**src/rtl/niosii_system_nios2_qsys_0_nios2_oci_dct_packer_pkg.sv**
```systemverilog
// rtl/niosii_system_nios2_qsys_0_nios2_oci_dct_packer_pkg.sv - shared OCI trace DCT constants and state type
package niosii_system_nios2_qsys_0_nios2_oci_dct_packer_pkg;
  localparam int DCT_CODE_W = 2;
  localparam int DCT_SLOTS  = 15;
  localparam int DCT_BUF_W  = DCT_CODE_W * DCT_SLOTS;
  localparam int DCT_CNT_W  = 4;

  typedef enum logic {FILL, HOLD} dct_state_e;
endpackage

```
**src/rtl/niosii_system_nios2_qsys_0_nios2_oci_dct_packer_if.sv**
```systemverilog
// rtl/niosii_system_nios2_qsys_0_nios2_oci_dct_packer_if.sv - trace code input, frame output and monitor bundle
interface niosii_system_nios2_qsys_0_nios2_oci_dct_packer_if;
  import niosii_system_nios2_qsys_0_nios2_oci_dct_packer_pkg::*;

  logic                  code_valid;
  logic [DCT_CODE_W-1:0] code;
  logic                  flush;
  logic                  out_ready;
  logic                  out_valid;
  logic [DCT_BUF_W-1:0]  out_buffer;
  logic [DCT_CNT_W-1:0]  out_count;
  logic [DCT_BUF_W-1:0]  dct_buffer;
  logic [DCT_CNT_W-1:0]  dct_count;
  logic                  overflow;
  logic                  overflow_clr;

  modport master (
    output code_valid, code, flush, out_ready, overflow_clr,
    input  out_valid, out_buffer, out_count, dct_buffer, dct_count, overflow
  );

  modport slave (
    input  code_valid, code, flush, out_ready, overflow_clr,
    output out_valid, out_buffer, out_count, dct_buffer, dct_count, overflow
  );
endinterface

```
**src/rtl/niosii_system_nios2_qsys_0_nios2_oci_dct_outreg.sv**
```systemverilog
// rtl/niosii_system_nios2_qsys_0_nios2_oci_dct_outreg.sv - one-entry valid/ready register for closed frames
module niosii_system_nios2_qsys_0_nios2_oci_dct_outreg
  import niosii_system_nios2_qsys_0_nios2_oci_dct_packer_pkg::*;
(
  input  logic                 clk,
  input  logic                 reset_n,
  input  logic                 load,
  input  logic [DCT_BUF_W-1:0] load_buffer,
  input  logic [DCT_CNT_W-1:0] load_count,
  input  logic                 out_ready,
  output logic                 can_load,
  output logic                 out_valid,
  output logic [DCT_BUF_W-1:0] out_buffer,
  output logic [DCT_CNT_W-1:0] out_count
);
  // can_load only steers the packer; out_valid itself is purely registered
  assign can_load = !out_valid || out_ready;

  always_ff @(posedge clk or negedge reset_n) begin
    if (!reset_n) begin
      out_valid  <= 1'b0;
      out_buffer <= '0;
      out_count  <= '0;
    end else if (load) begin
      out_valid  <= 1'b1;
      out_buffer <= load_buffer;
      out_count  <= load_count;
    end else if (out_ready) begin
      out_valid  <= 1'b0;
    end
  end
endmodule

```
**src/rtl/niosii_system_nios2_qsys_0_nios2_oci_dct_packer.sv**
```systemverilog
// rtl/niosii_system_nios2_qsys_0_nios2_oci_dct_packer.sv - packs 2-bit trace codes into 15-slot frames
module niosii_system_nios2_qsys_0_nios2_oci_dct_packer
  import niosii_system_nios2_qsys_0_nios2_oci_dct_packer_pkg::*;
(
  input  logic clk,
  input  logic reset_n,
  niosii_system_nios2_qsys_0_nios2_oci_dct_packer_if.slave bus
);
  dct_state_e           state;
  logic [DCT_BUF_W-1:0] acc;
  logic [DCT_CNT_W-1:0] cnt;
  logic [DCT_BUF_W-1:0] frame;
  logic [DCT_CNT_W-1:0] frame_cnt;
  logic [DCT_BUF_W-1:0] load_buffer;
  logic [DCT_CNT_W-1:0] load_count;
  logic                 close;
  logic                 can_load;
  logic                 load;
  logic                 drop;
  logic                 ovf;

  // frame/frame_cnt: the accumulator with this cycle's code already included
  always_comb begin
    frame     = acc;
    frame_cnt = cnt;
    if (bus.code_valid) begin
      for (int i = 0; i < DCT_SLOTS; i++) begin
        if (cnt == DCT_CNT_W'(i)) frame[i*DCT_CODE_W +: DCT_CODE_W] = bus.code;
      end
      frame_cnt = cnt + DCT_CNT_W'(1);
    end
  end

  assign close = (state == FILL) &&
                 ((bus.code_valid && cnt == DCT_CNT_W'(DCT_SLOTS - 1)) ||
                  (bus.flush && frame_cnt != '0));
  assign load        = can_load && (close || state == HOLD);
  assign load_buffer = (state == HOLD) ? acc : frame;
  assign load_count  = (state == HOLD) ? cnt : frame_cnt;
  assign drop        = bus.code_valid && (state == HOLD);

  always_ff @(posedge clk or negedge reset_n) begin
    if (!reset_n) begin
      state <= FILL;
      acc   <= '0;
      cnt   <= '0;
      ovf   <= 1'b0;
    end else begin
      case (state)
        FILL: begin
          if (close && can_load) begin
            acc <= '0;
            cnt <= '0;
          end else begin
            // a closed frame that cannot be handed off parks in the accumulator
            acc <= frame;
            cnt <= frame_cnt;
            if (close) state <= HOLD;
          end
        end
        HOLD: begin
          if (can_load) begin
            acc   <= '0;
            cnt   <= '0;
            state <= FILL;
          end
        end
        default: state <= FILL;
      endcase
      if (drop) ovf <= 1'b1;
      else if (bus.overflow_clr) ovf <= 1'b0;
    end
  end

  assign bus.dct_buffer = acc;
  assign bus.dct_count  = cnt;
  assign bus.overflow   = ovf;

  niosii_system_nios2_qsys_0_nios2_oci_dct_outreg u_outreg (
    .clk         (clk),
    .reset_n     (reset_n),
    .load        (load),
    .load_buffer (load_buffer),
    .load_count  (load_count),
    .out_ready   (bus.out_ready),
    .can_load    (can_load),
    .out_valid   (bus.out_valid),
    .out_buffer  (bus.out_buffer),
    .out_count   (bus.out_count)
  );
endmodule

```
**src/flat_wrapper.sv**
```systemverilog
// flat-port wrapper written by rule: the top's interface ports become plain ports
module niosii_system_nios2_qsys_0_nios2_oci_dct_packer_flat import niosii_system_nios2_qsys_0_nios2_oci_dct_packer_pkg::*;
  (clk, reset_n, bus_code_valid, bus_code, bus_flush, bus_out_ready, bus_overflow_clr, bus_out_valid, bus_out_buffer, bus_out_count, bus_dct_buffer, bus_dct_count, bus_overflow);
  niosii_system_nios2_qsys_0_nios2_oci_dct_packer_if bus_i ();
  input  logic clk;
  input  logic reset_n;
  input wire logic [$bits(bus_i.code_valid)-1:0] bus_code_valid;
  input wire logic [$bits(bus_i.code)-1:0] bus_code;
  input wire logic [$bits(bus_i.flush)-1:0] bus_flush;
  input wire logic [$bits(bus_i.out_ready)-1:0] bus_out_ready;
  input wire logic [$bits(bus_i.overflow_clr)-1:0] bus_overflow_clr;
  output wire logic [$bits(bus_i.out_valid)-1:0] bus_out_valid;
  output wire logic [$bits(bus_i.out_buffer)-1:0] bus_out_buffer;
  output wire logic [$bits(bus_i.out_count)-1:0] bus_out_count;
  output wire logic [$bits(bus_i.dct_buffer)-1:0] bus_dct_buffer;
  output wire logic [$bits(bus_i.dct_count)-1:0] bus_dct_count;
  output wire logic [$bits(bus_i.overflow)-1:0] bus_overflow;
  assign bus_i.code_valid = bus_code_valid;
  assign bus_i.code = bus_code;
  assign bus_i.flush = bus_flush;
  assign bus_i.out_ready = bus_out_ready;
  assign bus_i.overflow_clr = bus_overflow_clr;
  assign bus_out_valid = bus_i.out_valid;
  assign bus_out_buffer = bus_i.out_buffer;
  assign bus_out_count = bus_i.out_count;
  assign bus_dct_buffer = bus_i.dct_buffer;
  assign bus_dct_count = bus_i.dct_count;
  assign bus_overflow = bus_i.overflow;
  niosii_system_nios2_qsys_0_nios2_oci_dct_packer u_core (.clk(clk), .reset_n(reset_n), .bus(bus_i));
endmodule
```
**config.mk**
```make
export PLATFORM = sky130hd
export DESIGN_NAME = niosii_system_nios2_qsys_0_nios2_oci_dct_packer_flat
export DESIGN_NICKNAME = d
export VERILOG_FILES = /design/src/rtl/niosii_system_nios2_qsys_0_nios2_oci_dct_packer_pkg.sv /design/src/rtl/niosii_system_nios2_qsys_0_nios2_oci_dct_packer_if.sv /design/src/rtl/niosii_system_nios2_qsys_0_nios2_oci_dct_outreg.sv /design/src/rtl/niosii_system_nios2_qsys_0_nios2_oci_dct_packer.sv /design/src/flat_wrapper.sv
export SDC_FILE = /design/constraint.sdc
export NUM_CORES = 1
export LEC_CHECK = 0
export BUFFER_PORTS_ARGS = -buffer_cell sky130_fd_sc_hd__clkbuf_2
export CAP_MARGIN = 30
export CORE_MARGIN = 2
export CORE_UTILIZATION = 50
export DETAILED_ROUTE_END_ITERATION = 16
export HOLD_SLACK_MARGIN = 0.03
export PLACE_DENSITY = 0.82
export SLEW_MARGIN = 20
export SYNTH_ARGS = -nofsm -noshare
export SYNTH_HDL_FRONTEND = slang
export SYNTH_SLANG_ARGS = --single-unit
```
**constraint.sdc**
```tcl
create_clock -name clk -period 2.78 [get_ports clk]
set_input_delay 0.278 -clock clk [delete_from_list [all_inputs] [get_ports clk]]
set_output_delay 0.278 -clock clk [all_outputs]
set_load 0.05 [all_outputs]
```
==> impl_metrics.json <==
{
  "grt_pass1_wl_mm": 14.59,
  "antenna_found_initial": 0,
  "worst_pin_slew_ns": 0.6493,
  "dieArea_mm2": 0.008614,
  "ys_seq_area_share_pct": 45.05,
  "ios": 78,
  "cp_cell_sequence": "inv_1 > ha_1 > nand4_1 > nor2b_1 > a31oi_4 > buf_4 > mux2_2",
  "finalSetupViolCount": 0,
  "synth_fp_nets": 368,
  "worstPathRequired_ns": 3.02,
  "drc": 0,
  "die_y_um": 92.81,
  "cp-end-kind": "flip-flop",
  "synth_area_mm2": 0.003944,
  "layout-drive-gt1-share_pct": 39.49,
  "design_area_mm2": 0.004643,
  "fin_setup_tns_ns": 0,
  "use_met1_pct": 27.95,
  "crit_buf_inv": 2,
  "ys.warnings.count": 0,
  "yosys_most_used_dff": "dfrtp_1",
  "layout-area-overhead-vs-synth_pct": 17.73,
  "cts_root_buf": "clkbuf_8",
  "slew_viol_final": 0,
  "gp_congestion": 0.7948,
  "clock_latency_ns": 0.35,
  "cap_violations": 0,
  "grt_pass1_vias": 2953,
  "min_path_type": "in2reg",
  "leakage_nw": 2.403,
  "gr-usage-met3_pct": 4.394,
  "cts.path.max_buffers": 2,
  "detail_route.vias_per_cell": 5.617,
  "place_area_mm2": 0.004378,
  "syn_avg_cell_area_um2": 11.08,
  "diodes": 0,
  "critical_path.top_delay_family": "flip-flops",
  "chipWidth_um": 92.81,
  "synth_edf_count": 0,
  "core_mm2": 0.007687,
  "via_count": 2977,
  "rsz0062_at_grt": "false",
  "crit_path_max_fanout": 22,
  "ys_seq_elements": 71,
  "cts_buffers": 9,
  "crit_type": "reg2reg",
  "hold_viol_final": 0,
  "dp.final_hpwl_mm": 5.789,
  "row_count": 32,
  "yosysUniqueCellTypes": 34,
  "clk_pin_slew_ns": 0.08,
  "grt.met2_usage_pct": 35.39,
  "slowest_delay_ns": 0.51,
  "status": "complete, no violations",
  "timing.fmax_mhz": 427.5,
  "final_cell_mix": "clkbuf_2 (76), dfrtp_1 (70), mux2_2 (57)",
  "wl_mm": 8.723,
  "hold_ws_ns": 0.09869,
  "syn_inst": 356,
  "cts_tree": "done",
  "start_util_pct": 51.30,
  "overflow": 0,
  "slew_headroom_pct": 56.72,
  "drt-wirelength-per-cell_um": 16.46,
  "synth-async-reset-ratio_pct": 100.0,
  "cts_max_level": 3,
  "grt.busiest_layer": "met2",
  "first_pass_iters": 4,
  "startpoint_type": "flip-flop",
  "period_minus_slack_ns": 2.339,
  "arrival_ns": 2.58,
  "final_common_cell": "clkbuf_2",
  "grt_max_degree": 43,
  "grt_usage_pct": 21.44,
  "ir_drop_mv": 0.8116,
  "nNetsFinal": 435,
  "clock-sinks": 71,
  "num-fill-cells": 674,
  "crit_slowest_cell": "dfrtp_1",
  "portBuffers": 77,
  "fin_skew_ns": 0.009793,
  "drtIter0Drc": 291,
  "power_per_cell_area_mw_per_mm2": 889.6,
  "period_share_pct": 84.15,
  "antenna_left": 0
}
==> final timing paths <==
check | startpoint | to | slack (ns) | depth (start not counted)
worst max-delay path | u_core.bus.dct_count[0] | u_core.u_outreg.out_buffer[7] | 0.44 | 7
worst min-delay path | bus_overflow_clr | u_core.bus.overflow | 0.1 | 2
worst max register to register | u_core.bus.dct_count[0] | u_core.u_outreg.out_buffer[7] | 0.44 | 7
worst min register to register | u_core.u_outreg.out_buffer[24] | u_core.u_outreg.out_buffer[24] | 0.49 | 1
max in group asynchronous | reset_n | u_core.state | 1.55 | 3
min in group asynchronous | reset_n | u_core.bus.overflow | 0.47 | 2
==> cells in the mapped netlist, drive strengths merged (2+ instances only) <==
library cell	count	area [um^2]
nand2b	4	25.02
mux2	65	735.7
nor2	10	37.54
dfrtp	71	1777
mux2i	29	290.3
nand4b	8	70.07
ha	4	50.05
nand3	30	150.1
inv	4	15.01
nor3b	2	15.01
o21ai	31	155.2
buf	12	78.83
nand2	6	22.52
and2	30	187.7
nor2b	8	50.05
nand4	4	25.02
clkbuf	19	71.32
xnor2	5	43.79
and4bb	4	50.05
==> sequential cells by signal, indices dropped and copies added (netlist names) <==
register	flops
u_core.bus.dct_count	4
u_core.u_outreg.out_valid	1
u_core.u_outreg.out_count	4
u_core.u_outreg.out_buffer	30
u_core.state	1
u_core.bus.overflow	1
u_core.bus.dct_buffer	30
==> cell type report <==
class	count	area, um^2	area share, %
inverter	4	15.01	0.3234
multi-input combinational	250	2004	43.17
clock buffer	11	151.4	3.261
tap	102	127.6	2.749
timing repair buffer	87	462.9	9.970
clock inverter	5	103.9	2.237
sequential	71	1778	38.29
==> metal layers <==
layer | up-vias | wire (um)
met5 | - | 0
met3 | 14 | 413
li1 | 1397 | -
met2 | 69 | 4371
met1 | 1497 | 3801
met4 | 0 | 136
==> cells by family after synthesis <==
group | after synthesis | synth area share (%)
simple gates | 110 | 16.85
mux | 94 | 26.02
fa+ha+maj | 4 | 1.269
flops | 71 | 45.05
xor+xnor | 5 | 1.110
compound gates | 37 | 5.521
buf+inv | 35 | 4.188
==> report_power, final <==
group	switching [mW]	internal (mW)	leakage (nW)
clock	0.399	0.645	0.130
combinational	1.19	0.544	1.30
sequential	0.152	1.20	0.973
total	1.74	2.39	2.40
==> through the flow <==
stage          power, mW  cells  utilization [%]  worst slack (ns)
6_report           4.130    530            60.40            0.4406
5_1_grt            4.329    530            60.40            0.2750
4_1_cts            4.147    530            60.40            0.4449
3_5_place_dp       3.098    513            56.95            0.4444
3_3_place_gp       3.051    513            56.95            0.5486
2_1_floorplan      2.734    356                -            0.3248
==> timing repair <==
action,CTS,global route
gates resized for setup,0,0
buffers inserted,0,0
setup endpoints to repair,0,0
endpoints found under the hold margin,25,0
hold buffers,1,0
(Power assumes the default switching activity.)
